File: src/rtl/fpga_100hz_timer.sv
// fpga_100hz_timer: 100Hz reference tick counter with reloadable countdown IRQ on APB.
// Optional stale-reference detector enabled by defining FPGA_100HZ_TIMER_STALE_DET_EN.
module fpga_100hz_timer #(
    parameter int SYNC_STAGES = 2,
    parameter int TICK_W      = 32,
    parameter int STALE_LIMIT = 300000
) (
    input  logic        clk25mhz,
    input  logic        reset_n,
    input  logic        clk100hz,
    input  logic        psel,
    input  logic        penable,
    input  logic        pwrite,
    input  logic [2:0]  paddr,
    input  logic [31:0] pwdata,
    output logic [31:0] prdata,
    output logic        tick,
    output logic        irq
);

    localparam logic [2:0] A_CTRL    = 3'd0;
    localparam logic [2:0] A_TICKS   = 3'd1;
    localparam logic [2:0] A_RELOAD  = 3'd2;
    localparam logic [2:0] A_CURRENT = 3'd3;
    localparam logic [2:0] A_INTSTAT = 3'd4;

    if (SYNC_STAGES < 2 || SYNC_STAGES > 4 || STALE_LIMIT < 1)
    begin : g_bad_cfg
        $error("fpga_100hz_timer: illegal parameter value");
    end

    logic [SYNC_STAGES-1:0] sync_ff;
    logic [SYNC_STAGES-1:0] fill;
    logic                   sync_out;
    logic                   hist;
    logic                   armed;
    logic                   rise;

    assign sync_out = sync_ff[SYNC_STAGES-1];

    // fill marks when sync_out holds a real sample; armed needs a real low first
    always_ff @(posedge clk25mhz) begin
        if (!reset_n) begin
            sync_ff <= '0;
            fill    <= '0;
            hist    <= 1'b0;
            armed   <= 1'b0;
            rise    <= 1'b0;
            tick    <= 1'b0;
        end else begin
            sync_ff <= {sync_ff[SYNC_STAGES-2:0], clk100hz};
            fill    <= {fill[SYNC_STAGES-2:0], 1'b1};
            hist    <= sync_out;
            armed   <= armed | (fill[SYNC_STAGES-1] & ~sync_out);
            rise    <= armed & sync_out & ~hist;
            tick    <= rise;
        end
    end

    logic              wr_en;
    logic              wr_ctrl;
    logic              wr_ticks;
    logic              wr_reload;
    logic              wr_intstat;
    logic              ctrl_en;
    logic              ctrl_irqen;
    logic [TICK_W-1:0] ticks;
    logic [TICK_W-1:0] reload;
    logic [TICK_W-1:0] current;
    logic              pend;
    logic              pend_set;
    logic              stale;
    logic              step;

    assign wr_en      = psel & penable & pwrite;
    assign wr_ctrl    = wr_en & (paddr == A_CTRL);
    assign wr_ticks   = wr_en & (paddr == A_TICKS);
    assign wr_reload  = wr_en & (paddr == A_RELOAD);
    assign wr_intstat = wr_en & (paddr == A_INTSTAT);
    assign step       = ctrl_en & tick;
    assign pend_set   = step & ~wr_reload & (current == '0);

    always_ff @(posedge clk25mhz) begin
        if (!reset_n) begin
            ctrl_en    <= 1'b0;
            ctrl_irqen <= 1'b0;
            ticks      <= '0;
            reload     <= '0;
            current    <= '0;
            pend       <= 1'b0;
        end else begin
            if (wr_ctrl) begin
                ctrl_en    <= pwdata[0];
                ctrl_irqen <= pwdata[1];
            end
            if (wr_ticks)
                ticks <= '0;
            else if (step)
                ticks <= ticks + TICK_W'(1);
            if (wr_reload) begin
                reload  <= pwdata[TICK_W-1:0];
                current <= pwdata[TICK_W-1:0];
            end else if (step) begin
                if (current == '0)
                    current <= reload;
                else
                    current <= current - TICK_W'(1);
            end
            pend <= pend_set | (pend & ~(wr_intstat & pwdata[0]));
        end
    end

`ifdef FPGA_100HZ_TIMER_STALE_DET_EN
    localparam int             SCW  = $clog2(STALE_LIMIT + 1);
    localparam logic [SCW-1:0] SLIM = SCW'(STALE_LIMIT);

    logic [SCW-1:0] stale_cnt;
    logic           stale_hit;

    // hit stays high while saturated, so a clear only sticks after a tick
    assign stale_hit = ~tick & (stale_cnt >= SLIM - SCW'(1));

    always_ff @(posedge clk25mhz) begin
        if (!reset_n) begin
            stale_cnt <= '0;
            stale     <= 1'b0;
        end else begin
            if (tick)
                stale_cnt <= '0;
            else if (stale_cnt != SLIM)
                stale_cnt <= stale_cnt + SCW'(1);
            stale <= stale_hit | (stale & ~(wr_intstat & pwdata[1]));
        end
    end
`else
    assign stale = 1'b0;
`endif

    assign irq = ctrl_irqen & (pend | stale);

    always_comb begin
        prdata = '0;
        case (paddr)
            A_CTRL:    prdata = {30'd0, ctrl_irqen, ctrl_en};
            A_TICKS:   prdata = 32'(ticks);
            A_RELOAD:  prdata = 32'(reload);
            A_CURRENT: prdata = 32'(current);
            A_INTSTAT: prdata = {30'd0, stale, pend};
            default:   prdata = '0;
        endcase
    end

endmodule

File: config.mk
export PLATFORM = sky130hd
export DESIGN_NAME = fpga_100hz_timer
export DESIGN_NICKNAME = d
export VERILOG_FILES = /design/src/rtl/fpga_100hz_timer.sv
export SDC_FILE = /design/constraint.sdc
export NUM_CORES = 1
export LEC_CHECK = 0
export ABC_AREA = 0
export ABC_CLOCK_PERIOD_IN_PS = 3200
export CAP_MARGIN = 20
export CORE_ASPECT_RATIO = 1.1
export CORE_MARGIN = 5
export CORE_UTILIZATION = 56
export DETAILED_ROUTE_END_ITERATION = 8
export GPL_ROUTABILITY_DRIVEN = 0
export GPL_TIMING_DRIVEN = 0
export PLACE_DENSITY = 0.8
export SYNTH_ARGS = -nofsm -noshare
export SYNTH_HDL_FRONTEND = slang
export SYNTH_SLANG_ARGS = --single-unit
File: constraint.sdc
create_clock -name clk25mhz -period 3.2 [get_ports clk25mhz]
set_clock_uncertainty 0.2 [all_clocks]
set_input_delay 0.48 -clock clk25mhz [delete_from_list [all_inputs] [get_ports clk25mhz]]
set_output_delay 0.48 -clock clk25mhz [all_outputs]
set_load 0.005 [all_outputs]
==> impl_summary.log <==
[metrics] gate count after technology mapping: 748
[metrics] via count of the routed design: 6507
[metrics] multiplexer fraction of the synthesized cell area: 0.07219
[metrics] FF-to-FF End: current[29]
[metrics] horizontal die dimension: 108.7 um
[metrics] ratio of cells with drive above 1 in the final layout: 0.09211
[metrics] cells taking the most area after synthesis: sky130_fd_sc_hd__dfxtp_1, sky130_fd_sc_hd__a22oi_1, sky130_fd_sc_hd__mux2_2
[metrics] first-pass GRT wire length: 32480 um
[metrics] clock edge transition at the registers on the reported setup and hold paths: 0.07 ns
[metrics] Longest Clk Path Bufs: 2
[metrics] clock buffers created by TritonCTS: 9
[metrics] DRC errors left: 0
[metrics] area added between synthesis and finish: 20.13%
[metrics] post-synthesis cell type count: 66
[metrics] slowest stage cell on the critical path: sky130_fd_sc_hd__nor4_1
[metrics] share of the synthesized area in the top cell type: 0.3572
[metrics] fill count: 889
[metrics] vias in the first global route: 6178
[metrics] hold-fix buffer count after cts: 0
[metrics] sum of negative setup slack: 0 ns
[metrics] crit-path max FO: 10
[metrics] number of synthesized flops with an enable pin: 0
[metrics] latest clock arrival within the worst-skew pair: 0.35 ns
[metrics] share of synthesized cell area in and, or, nand and nor gates: 0.2558
[metrics] sequential share of the synthesized area: 0.3572
[metrics] beginning of the worst register-to-register path: current[2]
[metrics] CTS tree: yes
[metrics] Max transition margin: 0.3203
[metrics] Worst IR Drop VDD: 0.2288 mV
[metrics] vertical extent of the die: 118.5 um
[metrics] most instantiated flip-flop cell in the synthesis netlist: sky130_fd_sc_hd__dfxtp_1
[metrics] share of the synthesized netlist area taken by xor and xnor gates: 0.05842
[metrics] destination of the worst hold path: rise
[metrics] number of input and output port buffers inserted: 71
[metrics] CTS root buffer: sky130_fd_sc_hd__clkbuf_16
[metrics] worst setup slack for register-to-register paths: 0.11 ns
[metrics] final setup violation count: 0
[metrics] drt initial violations: 770
[metrics] setup bufs post-CTS: 0
[metrics] number of sinks on the clock net: 107
[metrics] hpwl dp: 14880 um
[metrics] highest attainable clock frequency: 324.1 MHz
[metrics] Synth Cell Area: 5997 um2
[metrics] element type at the critical path start: flop
[metrics] number of top-level pins: 75
[metrics] type of the worst setup path: reg2reg
[metrics] reported max-cap violation count: 0
[metrics] HP Class: reg2reg
[metrics] number of endpoints with negative hold slack in the final report: 0
[metrics] post-synthesis share of cell area spent on full adders, half adders and majority gates: 0.006259
[metrics] routed wire length: 21080 um
[metrics] dominant combinational cell family by area after synthesis: simple AND/OR/NAND/NOR gates
[metrics] hold path startpoint: hist
[metrics] count of TritonRoute iterations in the first routing pass: 6
[metrics] status: complete, no violations
[metrics] P_leak: 2.526 nW
[metrics] worst-case setup margin in the final layout: 0.1148 ns
[metrics] antenna-violating nets left: 0
[metrics] count of nets after finishing: 875
[metrics] min cycle time layout: 3.085 ns
[metrics] power per cell area: 394.9 nW/um2
[metrics] setup slack at placement: -0.2155 ns
[metrics] Period Utilization, post-route: 0.9641
[metrics] post-synth net total: 792
[metrics] smallest hold slack: 0.2055 ns
[metrics] Hold Crit Depth: 1
[metrics] utilization after layout: 0.6899
[metrics] Total GRT Usage: 0.3214
[metrics] largest net degree at the start of global routing: 19
[metrics] final max-slew violation count: 0
[metrics] number of rows created at floorplan: 39
[metrics] mean post-synth cell area: 8.017 um2
[metrics] CTS HTree Levels: 3
[metrics] ys async rst share: 0
[metrics] endpoint class of the critical path: flop
[metrics] routed vias/inst: 6.647
[metrics] average routed wire per standard cell: 21.54 um
[metrics] worst path required time: 3.24 ns
[metrics] number of diodes added for antenna fixing: 0
[metrics] data arrival time at the worst-slack endpoint: 3.12 ns
[metrics] unrepaired setup endpoints after global routing: no
[metrics] starting density of the core: 0.5743
[metrics] overflow left after global routing: 0
[metrics] transition time of the tightest slew-check pin: 1.010 ns
[metrics] ordered cell list for the critical path: clkbuf_1 > nor4_1 > nand3_1 > clkbuf_1 > nor4_1 > mux2i_1 > nand2_1
[metrics] Critical Path Max Stage Delay: 0.82 ns
[metrics] area of the die: 12880 um2
[metrics] library cell occupying the most area in the post-synthesis netlist: sky130_fd_sc_hd__dfxtp_1
[metrics] area of the core region: 10440 um2
[metrics] most instantiated cells after synthesis: sky130_fd_sc_hd__dfxtp_1, sky130_fd_sc_hd__nand2_1, sky130_fd_sc_hd__nor2_1
[metrics] Register-to-Register Path Depth: 7
[metrics] number of antenna violations at the first check in global routing: 0
[metrics] synthesis warning total: 0
[metrics] Compound-Gate Fraction of Synth Area: 0.2059
[metrics] most used standard cell by instance count after synthesis: sky130_fd_sc_hd__dfxtp_1
[metrics] number of synthesized register bits: 107
[area by class of cell]
type | count | area [um2] | area share
repair buffers | 72 | 715.7 | 0.09934
plain buffers | 57 | 240.2 | 0.03334
well taps | 143 | 178.9 | 0.02484
multi-input cells | 575 | 3595 | 0.4990
clock inverters | 7 | 73.82 | 0.01025
inverters | 9 | 33.78 | 0.004689
clock buffers | 9 | 225.2 | 0.03126
flip-flops and latches | 107 | 2142 | 0.2973
[routing by layer]
metal / track usage / vias up / wire (um)
li1: - / 2902 / -
met1: 0.4319 / 3004 / 7998
met2: 0.4903 / 490 / 9170
met3: 0.07579 / 111 / 2856
met4: 0.1405 / 0 / 1057
met5: 0 / - / 0
[stage by stage]
| stage | total power (W) | area (um2) | instances |
|---|---|---|---|
| floorplan | 0.001574 | 5997 | 748 |
| global placement | 0.001709 | 6887 | 962 |
| detailed placement | 0.001714 | 6892 | 963 |
| CTS | 0.002825 | 7198 | 979 |
| global route | 0.002906 | 7204 | 979 |
| finish | 0.002845 | 7204 | 979 |
[cell families after synthesis]
family / Yosys count
AO/OA/AOI/OAI: 186
XOR/XNOR: 40
adder cells (fa/ha/maj): 3
buffers and inverters: 66
flip-flops: 107
multiplexers: 37
AND/OR/NAND/NOR: 309
[layout by cell type (no fill, tap or decap), drive strengths merged, types with 14 or more instances in the layout]
| cell | synthesis | final |
|---|---|---|
| a21oi | 47 | 47 |
| a22oi | 51 | 51 |
| clkbuf | 52 | 61 |
| clkdlybuf4s50 | 0 | 71 |
| dfxtp | 107 | 107 |
| mux2 | 30 | 30 |
| nand2 | 87 | 87 |
| nand3 | 24 | 24 |
| nand4 | 15 | 15 |
| nor2 | 86 | 86 |
| nor3 | 21 | 21 |
| nor4 | 15 | 15 |
| o21ai | 32 | 32 |
| or3 | 14 | 14 |
| xnor2 | 16 | 16 |
| xor2 | 24 | 24 |
[power breakdown]
group / leakage, nW / switching [W] / internal, W / total, W
sequential: 0.863 / 0.00000846 / 0.00134 / 0.00135
combinational: 1.52 / 0.000222 / 0.000132 / 0.000353
clock: 0.147 / 0.000530 / 0.000613 / 0.00114
total: 2.53 / 0.000760 / 0.00209 / 0.00284
[worst max-delay path, delay by kind of cell (launching register included)]
kind | cells | cell delay, ns
AND/OR/NAND/NOR | 4 | 1.68
multiplexers | 1 | 0.22
flip-flops | 1 | 0.30
buffers and inverters | 2 | 0.57
[state kept, by name, summed over array words and instances, names as in the netlist]
signal,flops
fill,2
armed,1
tick,1
current,32
ticks,32
reload,32
pend,1
rise,1
ctrl_irqen,1
sync_ff,2
ctrl_en,1
hist,1
[what timing repair did]
action                     CTS  global route
gates cloned                 0             0
setup endpoints to repair   31            34
pin swaps                    0             0
gates resized for setup      6             3
[worst max-delay path by stage]
| stage | to | startpoint | cells after the start |
|---|---|---|---|
| after floorplan | current[10] | current[24] | 7 |
| after global placement | prdata[7] | paddr[1] | 7 |
| after detailed placement | prdata[7] | paddr[1] | 7 |
| after CTS | prdata[7] | paddr[1] | 7 |
| after global routing | current[26] | current[8] | 5 |
| final | current[29] | current[2] | 7 |
Note: power is estimated with default switching activity, not from simulation.
